$ cat src/rtl/ifetch_buffer.sv
// Instruction-fetch buffer: issues PC-stage fetches to instruction memory, collects in-order
// responses of variable latency into a ring, and hands them to decode in program order.
// A flush empties the ring and counts the still-in-flight responses so they are dropped.
module ifetch_buffer #(
  parameter int unsigned DEPTH = 4
) (
  input  logic        clk,
  input  logic        reset,
  input  logic        pc_valid,
  input  logic [31:0] pc_in,
  output logic        pc_ready,
  output logic        imem_req,
  output logic [31:0] imem_addr,
  input  logic        imem_gnt,
  input  logic        imem_rvalid,
  input  logic [31:0] imem_rdata,
  input  logic        imem_err,
  input  logic        flush,
  output logic        out_valid,
  output logic [31:0] out_pc,
  output logic [31:0] out_instr,
  output logic        out_fault,
  input  logic        out_ready
);

  localparam int unsigned IW = (DEPTH > 1) ? $clog2(DEPTH) : 1;
  localparam int unsigned PW = IW + 1;

  typedef logic [PW-1:0] ptr_t;

  localparam logic [PW:0] DepthW = (PW + 1)'(DEPTH);

  ptr_t alloc_ptr_q, alloc_ptr_d;
  ptr_t resp_ptr_q, resp_ptr_d;
  ptr_t head_ptr_q, head_ptr_d;
  ptr_t drop_cnt_q, drop_cnt_d;

  logic [31:0] pc_q    [DEPTH];
  logic [31:0] pc_d    [DEPTH];
  logic [31:0] instr_q [DEPTH];
  logic [31:0] instr_d [DEPTH];
  logic        fault_q [DEPTH];
  logic        fault_d [DEPTH];
  logic        done_q  [DEPTH];
  logic        done_d  [DEPTH];

  ptr_t          alloc_cnt;
  ptr_t          outstanding;
  logic [PW:0]   credit_sum;
  logic          credit_ok;
  logic          grant;
  logic          pop;
  logic          drop_hit;
  logic          resp_take;
  logic          rv_consumed;
  logic [IW-1:0] alloc_idx;
  logic [IW-1:0] resp_idx;
  logic [IW-1:0] head_idx;

  // Handshake and output decode from registered state and current inputs.
  always_comb begin
    alloc_idx   = alloc_ptr_q[IW-1:0];
    resp_idx    = resp_ptr_q[IW-1:0];
    head_idx    = head_ptr_q[IW-1:0];
    alloc_cnt   = alloc_ptr_q - head_ptr_q;
    outstanding = alloc_ptr_q - resp_ptr_q;
    // Entries awaiting a dropped response still occupy memory-side credit.
    credit_sum  = {1'b0, alloc_cnt} + {1'b0, drop_cnt_q};
    credit_ok   = credit_sum < DepthW;
    imem_req    = pc_valid && credit_ok && !flush && !reset;
    imem_addr   = {pc_in[31:2], 2'b00};
    grant       = imem_req && imem_gnt;
    pc_ready    = grant;
    out_valid   = (alloc_cnt != '0) && done_q[head_idx] && !flush;
    out_pc      = pc_q[head_idx];
    out_instr   = instr_q[head_idx];
    out_fault   = fault_q[head_idx];
    pop         = out_valid && out_ready;
    drop_hit    = imem_rvalid && (drop_cnt_q != '0);
    resp_take   = imem_rvalid && (drop_cnt_q == '0) && (outstanding != '0) && !flush;
    // A response arriving in the flush cycle retires one pending drop or in-flight fetch.
    rv_consumed = imem_rvalid && ((drop_cnt_q != '0) || (outstanding != '0));
  end

  // Next-state for pointers, drop counter and ring contents.
  always_comb begin
    alloc_ptr_d = alloc_ptr_q;
    resp_ptr_d  = resp_ptr_q;
    head_ptr_d  = head_ptr_q;
    drop_cnt_d  = drop_cnt_q;
    pc_d        = pc_q;
    instr_d     = instr_q;
    fault_d     = fault_q;
    done_d      = done_q;
    if (flush) begin
      head_ptr_d = alloc_ptr_q;
      resp_ptr_d = alloc_ptr_q;
      drop_cnt_d = drop_cnt_q + outstanding - ptr_t'(rv_consumed);
    end else begin
      if (grant) begin
        pc_d[alloc_idx]   = pc_in;
        done_d[alloc_idx] = 1'b0;
        alloc_ptr_d       = alloc_ptr_q + ptr_t'(1);
      end
      if (drop_hit) begin
        drop_cnt_d = drop_cnt_q - ptr_t'(1);
      end else if (resp_take) begin
        instr_d[resp_idx] = imem_rdata;
        fault_d[resp_idx] = imem_err;
        done_d[resp_idx]  = 1'b1;
        resp_ptr_d        = resp_ptr_q + ptr_t'(1);
      end
      if (pop) begin
        head_ptr_d = head_ptr_q + ptr_t'(1);
      end
    end
  end

  // State registers with synchronous reset.
  always_ff @(posedge clk) begin
    if (reset) begin
      alloc_ptr_q <= '0;
      resp_ptr_q  <= '0;
      head_ptr_q  <= '0;
      drop_cnt_q  <= '0;
      for (int i = 0; i < int'(DEPTH); i++) begin
        pc_q[i]    <= '0;
        instr_q[i] <= '0;
        fault_q[i] <= 1'b0;
        done_q[i]  <= 1'b0;
      end
    end else begin
      alloc_ptr_q <= alloc_ptr_d;
      resp_ptr_q  <= resp_ptr_d;
      head_ptr_q  <= head_ptr_d;
      drop_cnt_q  <= drop_cnt_d;
      pc_q        <= pc_d;
      instr_q     <= instr_d;
      fault_q     <= fault_d;
      done_q      <= done_d;
    end
  end

endmodule

$ cat config.mk
export PLATFORM = sky130hd
export DESIGN_NAME = ifetch_buffer
export DESIGN_NICKNAME = d
export VERILOG_FILES = /design/src/rtl/ifetch_buffer.sv
export SDC_FILE = /design/constraint.sdc
export NUM_CORES = 1
export LEC_CHECK = 0
export CAP_MARGIN = 40
export CELL_PAD_IN_SITES_DETAIL_PLACEMENT = 1
export CELL_PAD_IN_SITES_GLOBAL_PLACEMENT = 1
export CORE_ASPECT_RATIO = 1.25
export CORE_MARGIN = 3
export CORE_UTILIZATION = 40
export CTS_CLUSTER_SIZE = 28
export DETAILED_ROUTE_END_ITERATION = 10
export DONT_BUFFER_PORTS = 1
export PLACE_DENSITY = 0.71
export SKIP_LAST_GASP = 1
export SYNTH_ARGS = -nofsm -noshare
export SYNTH_HDL_FRONTEND = slang
export SYNTH_SLANG_ARGS = --single-unit
export TNS_END_PERCENT = 1
$ cat constraint.sdc
create_clock -name clk -period 5 [get_ports clk]
set_clock_uncertainty 0.15 [all_clocks]
set_input_delay 0.5 -clock clk [delete_from_list [all_inputs] [get_ports clk]]
set_output_delay 0.5 -clock clk [all_outputs]
set_load 0.01 [all_outputs]
== After elaboration in Yosys (flattened, before gate mapping) ==
Cells that the tools add are included.

* Flip-flop bits (word level): 276
* Output and inout port bits: 100
* Word-level logic and storage cells: 105

* Add/subtract/negate cells: 9
* Magnitude comparators: 6
* Equal/unequal tests: 1
* Mux-type cells: 34
* Bitwise gates (word level): 8
* Reduce and logical (&&, ||, !) cells: 27

{| class="wikitable"
|+ Operators with widths
! cell !! number
|-
| bitwise mux 128 bit || 2
|-
| two-way mux 32 bit || 6
|-
| binary-select mux 32 bit (select 2 bit) || 2
|-
| demux 32 bit (select 2 bit) || 2
|-
| two-way mux 3 bit || 7
|-
| two-way mux 4 bit || 4
|-
| logical AND 1 bit || 14
|-
| adder 3 x 1 -> 3 bit, second input constant || 3
|-
| greater-or-equal comparator 3 bit, second input constant || 3
|-
| inverter 2 -> 3 bit || 3
|-
| nonzero test 3 bit || 3
|-
| < comparator 3 x 1 -> 1 bit, second input constant || 2
|-
| two-way mux 1 bit || 6
|-
| nonzero test 2 bit || 3
|-
| subtractor 3 bit || 2
|-
| adder 3 x 3 -> 4 bit || 1
|-
| bitwise AND 4 bit || 1
|-
| binary-select mux 1 bit (select 2 bit) || 2
|-
| bitwise mux 4 bit || 1
|-
| demux 1 bit (select 2 bit) || 2
|-
| < comparator 4 x 3 -> 1 bit, second input constant || 1
|-
| inverter 4 bit || 1
|-
| OR 4 bit || 1
|-
| AND reduction 2 bit || 2
|-
| other kinds (9) || 11
|}

== Depth between registers and ports, before layout ==
* Word-level depth: 12
* Gate-level depth with buffers: 15
* Mapped depth without buffers: 14

== Worst setup path before layout ==
Ideal clock, no wire load.

* Path type: register to register
* Start point: register head_ptr_q[1]
* End point: register done_q[2] (netlist name)
* Setup time: 0.128 ns
* Arrival: 3.355 ns
* Data required time: 4.722 ns
* Slack: 1.367 ns
* Stages on the path, launching flop included: 13
* Clock period less this slack: 3.633 ns
* Cell sequence: dfxtp_1 clkbuf_1 clkbuf_1 clkbuf_1 inv_1 fa_1 xnor3_1 ha_1 nor4b_4 nand4_2 buf_2 a21boi_0 nor2_1

* Cells in the longest elaborated chain, start to end: 12

{| class="wikitable"
|+ RTL lines
! item !! RTL line !! source
|-
| from (decl) || 35 || <nowiki>ptr_t head_ptr_q, head_ptr_d;</nowiki>
|-
| from (signal assigned) || 135 || <nowiki>head_ptr_q <= head_ptr_d;</nowiki>
|-
| subtractor 3 bit (*) || 65 || <nowiki>alloc_cnt = alloc_ptr_q - head_ptr_q;</nowiki>
|-
| adder 3 x 3 -> 4 bit (*) || 68 || <nowiki>credit_sum = {1'b0, alloc_cnt} + {1'b0, drop_cnt_q};</nowiki>
|-
| < comparator 4 x 3 -> 1 bit (*) || 69 || <nowiki>credit_ok = credit_sum < DepthW;</nowiki>
|-
| logical AND 1 bit (*) (3 in a row) || 70 || <nowiki>imem_req = pc_valid && credit_ok && !flush && !reset;</nowiki>
|-
| logical AND 1 bit (*) || 72 || <nowiki>grant = imem_req && imem_gnt;</nowiki>
|-
| two-way mux 4 bit (*) || 100 || <nowiki>if (grant) begin</nowiki>
|-
| two-way mux 4 bit (*) || 95 || <nowiki>if (flush) begin</nowiki>
|-
| OR 4 bit (no source line) || n/a ||
|-
| two-way mux 4 bit || 107 || <nowiki>end else if (resp_take) begin</nowiki>
|-
| two-way mux 4 bit (*) || 105 || <nowiki>if (drop_hit) begin</nowiki>
|-
| to (signal assigned) || 140 || <nowiki>done_q <= done_d;</nowiki>
|-
| to (decl) || 44 || <nowiki>logic done_q [DEPTH];</nowiki>
|}

Every way passes the cells marked *; elsewhere a longest branch is shown, timed or not. The select of a mux whose other input is x is not followed.
A chain may end at the register's enable or synchronous reset.

== Worst setup path after layout ==
* Start point: register head_ptr_q[1]
* End point: register pc_q[48] (netlist name)

* Cells in the longest elaborated chain, start to end: 8

{| class="wikitable"
|+ RTL lines
! item !! RTL line !! source
|-
| subtractor 3 bit || 65 ||
|-
| adder 3 x 3 -> 4 bit || 68 ||
|-
| < comparator 4 x 3 -> 1 bit || 69 ||
|-
| logical AND 1 bit (3 in a row) || 70 ||
|-
| logical AND 1 bit || 72 ||
|-
| AND reduction 2 bit (no source line) || n/a ||
|-
| to (signal assigned) || 137 || <nowiki>pc_q <= pc_d;</nowiki>
|-
| to (decl) || 38 || <nowiki>logic [31:0] pc_q [DEPTH];</nowiki>
|}

Every way passes these cells.

==> results.toml <==
[pwr]
p_sw_mw = 1.19
vdd_drop_max_uv = 295
p_comb_frac = 0.096
power.total_mw = 4.88
share_seq_of_total_power = 0.467
p_int_mw = 3.70
power_density_nw_per_um2 = 348
clockPowerShare = 0.437
p_leak_nw = 6.96
p_sw_frac = 0.243

[job]
drv_cap = 0

[sta]
final_hold_viol_count = 0
setup_ws_ns = 0.647
worst_slew_pin_slew_ns = 1.25
slew_headroom = 0.167
finalSetupTns_ns = 0
setup_viol_count_final = 0
post-route-min-period_ns = 4.35
max_freq_mhz = 230
fin_crit_sh = 0.871
grt_setup_unrepaired = "false"
drv_slew = 0

[floorplanning]
ioPinCount = 172
die_area_um2 = 32900
die_h_um = 202
start_util = 0.407
fp-row-count = 71
die_x_um = 163
coreArea_um2 = 30200

[critical_path]
r2r-end = "pc_q[48]"
max_stage_delay_ns = 0.67
critical_path_peak_fanout = 32
start_kind = "flip-flop"
ff2ff_setup_slack_ns = 0.65
arrival_ns = 4.62
path_class = "reg -> reg"
r2r-start = "head_ptr_q[1]"
crit_slowest_cell = "dfxtp_4"
r2r_cells = 10
endpoint_kind = "flip-flop"
cp_cell_sequence = "inv_1 > fa_1 > xnor3_1 > ha_1 > nor4b_4 > nand4_4 > buf_12 > mux2i_1 > nor2_1 > dlygate4sd3_1"
critical_path_required_ns = 5.26

[finish]
drive_above_1_share = 0.122
nets = 1205
final_common_cell = "dfxtp_1"
layout_common_cells = "274 x dfxtp_1, 266 x nor2_1, 262 x mux2i_1, 84 x dlygate4sd3_1, 66 x mux4_2"
layout.core_utilization = 0.465
stdcell_area_um2 = 14000
syn2layout_area_growth_pct = 14.3
antenna_cells = 0

[route]
remaining_drc_errors = 0
num_vias = 8066
dr.first_iter.drc_count = 477
wl_per_cell_um = 19.0
wl_um = 29200
ant_nets = 0
drt-pass1-iter-count = 4
viasPerCell = 5.25

[grt]
grt_pass1_wl_um = 48000
grt_max_degree = 259
grt_pass1_vias = 8760
grt_usage = 0.178
antenna_found_initial = 0
grt_overflow = 0

[synth]
synth-edff-count = 0
yosysUniqueCellTypes = 49
async_flop_share = 0
syn-cell-area_um2 = 12300
synth-seq-cells = 276
yosysWarnings = 0
synth_seq_area_share = 0.450
avgSynthCellArea_um2 = 11.2
synthCells = 1094
synth_ff_type = "dfxtp_1"

[hold_path]
min_path_cells = 2
worstHoldPathType = "in -> reg"
hold_start = "imem_rvalid"
holdPathEnd = "drop_cnt_q[2]"

[place]
port_buffers = 0
place_ws_ns = 1.20
gp_congestion = 0.726
dpl_cell_area_um2 = 12200
hpwlAfterDp_um = 17000

[clock_tree]
clk_pin_slew_ns = 0.07
numCtsBuffers = 29
tritoncts = "yes"
cts_resized = 0
clk_path_buf_depth = 3
cts_max_level = 1
post_cts_buffers = 0
clockRootBuffer = "clkbuf_16"
clock_sinks = 276
clk_latency_ns = 0.54

[status]
outcome = "completed"
synth_stat cells (2+ instances only):
cell,count,area (µm²)
ha_1,18,225
fa_1,3,60.1
a211oi_1,2,15.0
and2_1,4,25.0
o211ai_1,5,37.5
mux2i_1,262,2620
buf_12,3,60.1
nand4_1,2,12.5
nand4_2,3,37.5
xnor2_1,7,61.3
nor2_1,266,998
nand2_1,9,33.8
buf_2,21,105
clkbuf_1,42,158
nand2b_1,3,18.8
buf_8,9,135
mux4_2,66,1490
nand3_1,3,15.0
buf_4,35,263
a31oi_1,2,12.5
inv_1,17,63.8
o2111ai_1,2,17.5
a21oi_1,9,45.0
dfxtp_1,276,5530
power by group through the flow:
| stage | sequential [mW] | combinational (mW) | clock, mW |
|---|---|---|---|
| after global placement | 2.33 | 0.358 | 0 |
| after detailed placement | 2.33 | 0.370 | 0 |
| after CTS | 2.28 | 0.475 | 2.20 |
| after floorplan | 2.32 | 0.372 | 0 |
| final | 2.28 | 0.468 | 2.13 |
| after global routing | 2.29 | 0.522 | 2.29 |
area by class of cell:
cell class                      instances  area [µm²]
Timing Repair Buffer                   96         976
Clock inverter                         10        63.8
Clock buffer                           43         900
Sequential cell                       276        5530
Tap cell                              401         502
Fill cell                            3219       16200
Inverter                               18        67.6
Multi-Input combinational cell        691        6000
stage by stage:
step,hold WS [ns],std cells
final,0.0742,1535
after global placement,0.294,1397
after detailed placement,0.298,1397
after CTS,0.0289,1535
after global routing,0.0538,1535
after floorplan,0.283,1095
what timing repair did:
item / in CTS / in global routing
hold endpoints to repair: 276 / 0
hold buffers: 85 / 0
endpoints found under the setup margin: 0 / 0
cell families after synthesis:
family,after synthesis,share of synthesized area
AO/OA/AOI/OAI,32,0.0197
XOR/XNOR,9,0.00876
adder cells (fa/ha/maj),21,0.0232
buffers and inverters,128,0.0642
flip-flops,276,0.450
multiplexers,328,0.334
other,1,0.000305
AND/OR/NAND/NOR,299,0.0997
worst max path at each step:
stage,startpoint,to,slack [ns],cells past startpoint
finish,head_ptr_q[1],pc_q[48],0.65,10
floorplan,head_ptr_q[1],done_q[2],1.37,12
global route,head_ptr_q[1],pc_q[48],0.44,10
detailed placement,head_ptr_q[1],pc_q[36],1.20,9
global placement,head_ptr_q[1],done_q[2],1.30,9
CTS,head_ptr_q[1],pc_q[48],0.65,10
flip-flops by register name, indices dropped and copies added, names as in the netlist:
name         flops
instr_q        128
pc_q           128
done_q           4
fault_q          4
alloc_ptr_q      3
drop_cnt_q       3
head_ptr_q       3
resp_ptr_q       3
routing by layer:
layer  vias to the layer above  wire length [µm]  GRT usage
li1                       3814                 -          -
met1                      4058             12200      0.216
met2                       156             14800      0.317
met3                        38              1660     0.0426
met4                         0               525     0.0402
met5                         -                 0          0
critical path: cells and delay by family, from the launching register on:
kind,cells,cell delay (ns)
simple gates,3,1.15
flops,1,0.67
xor+xnor,1,0.25
mux,1,0.17
buf+inv,3,1.05
fa+ha+maj,2,0.76
Note: power is estimated with default switching activity, not from simulation.
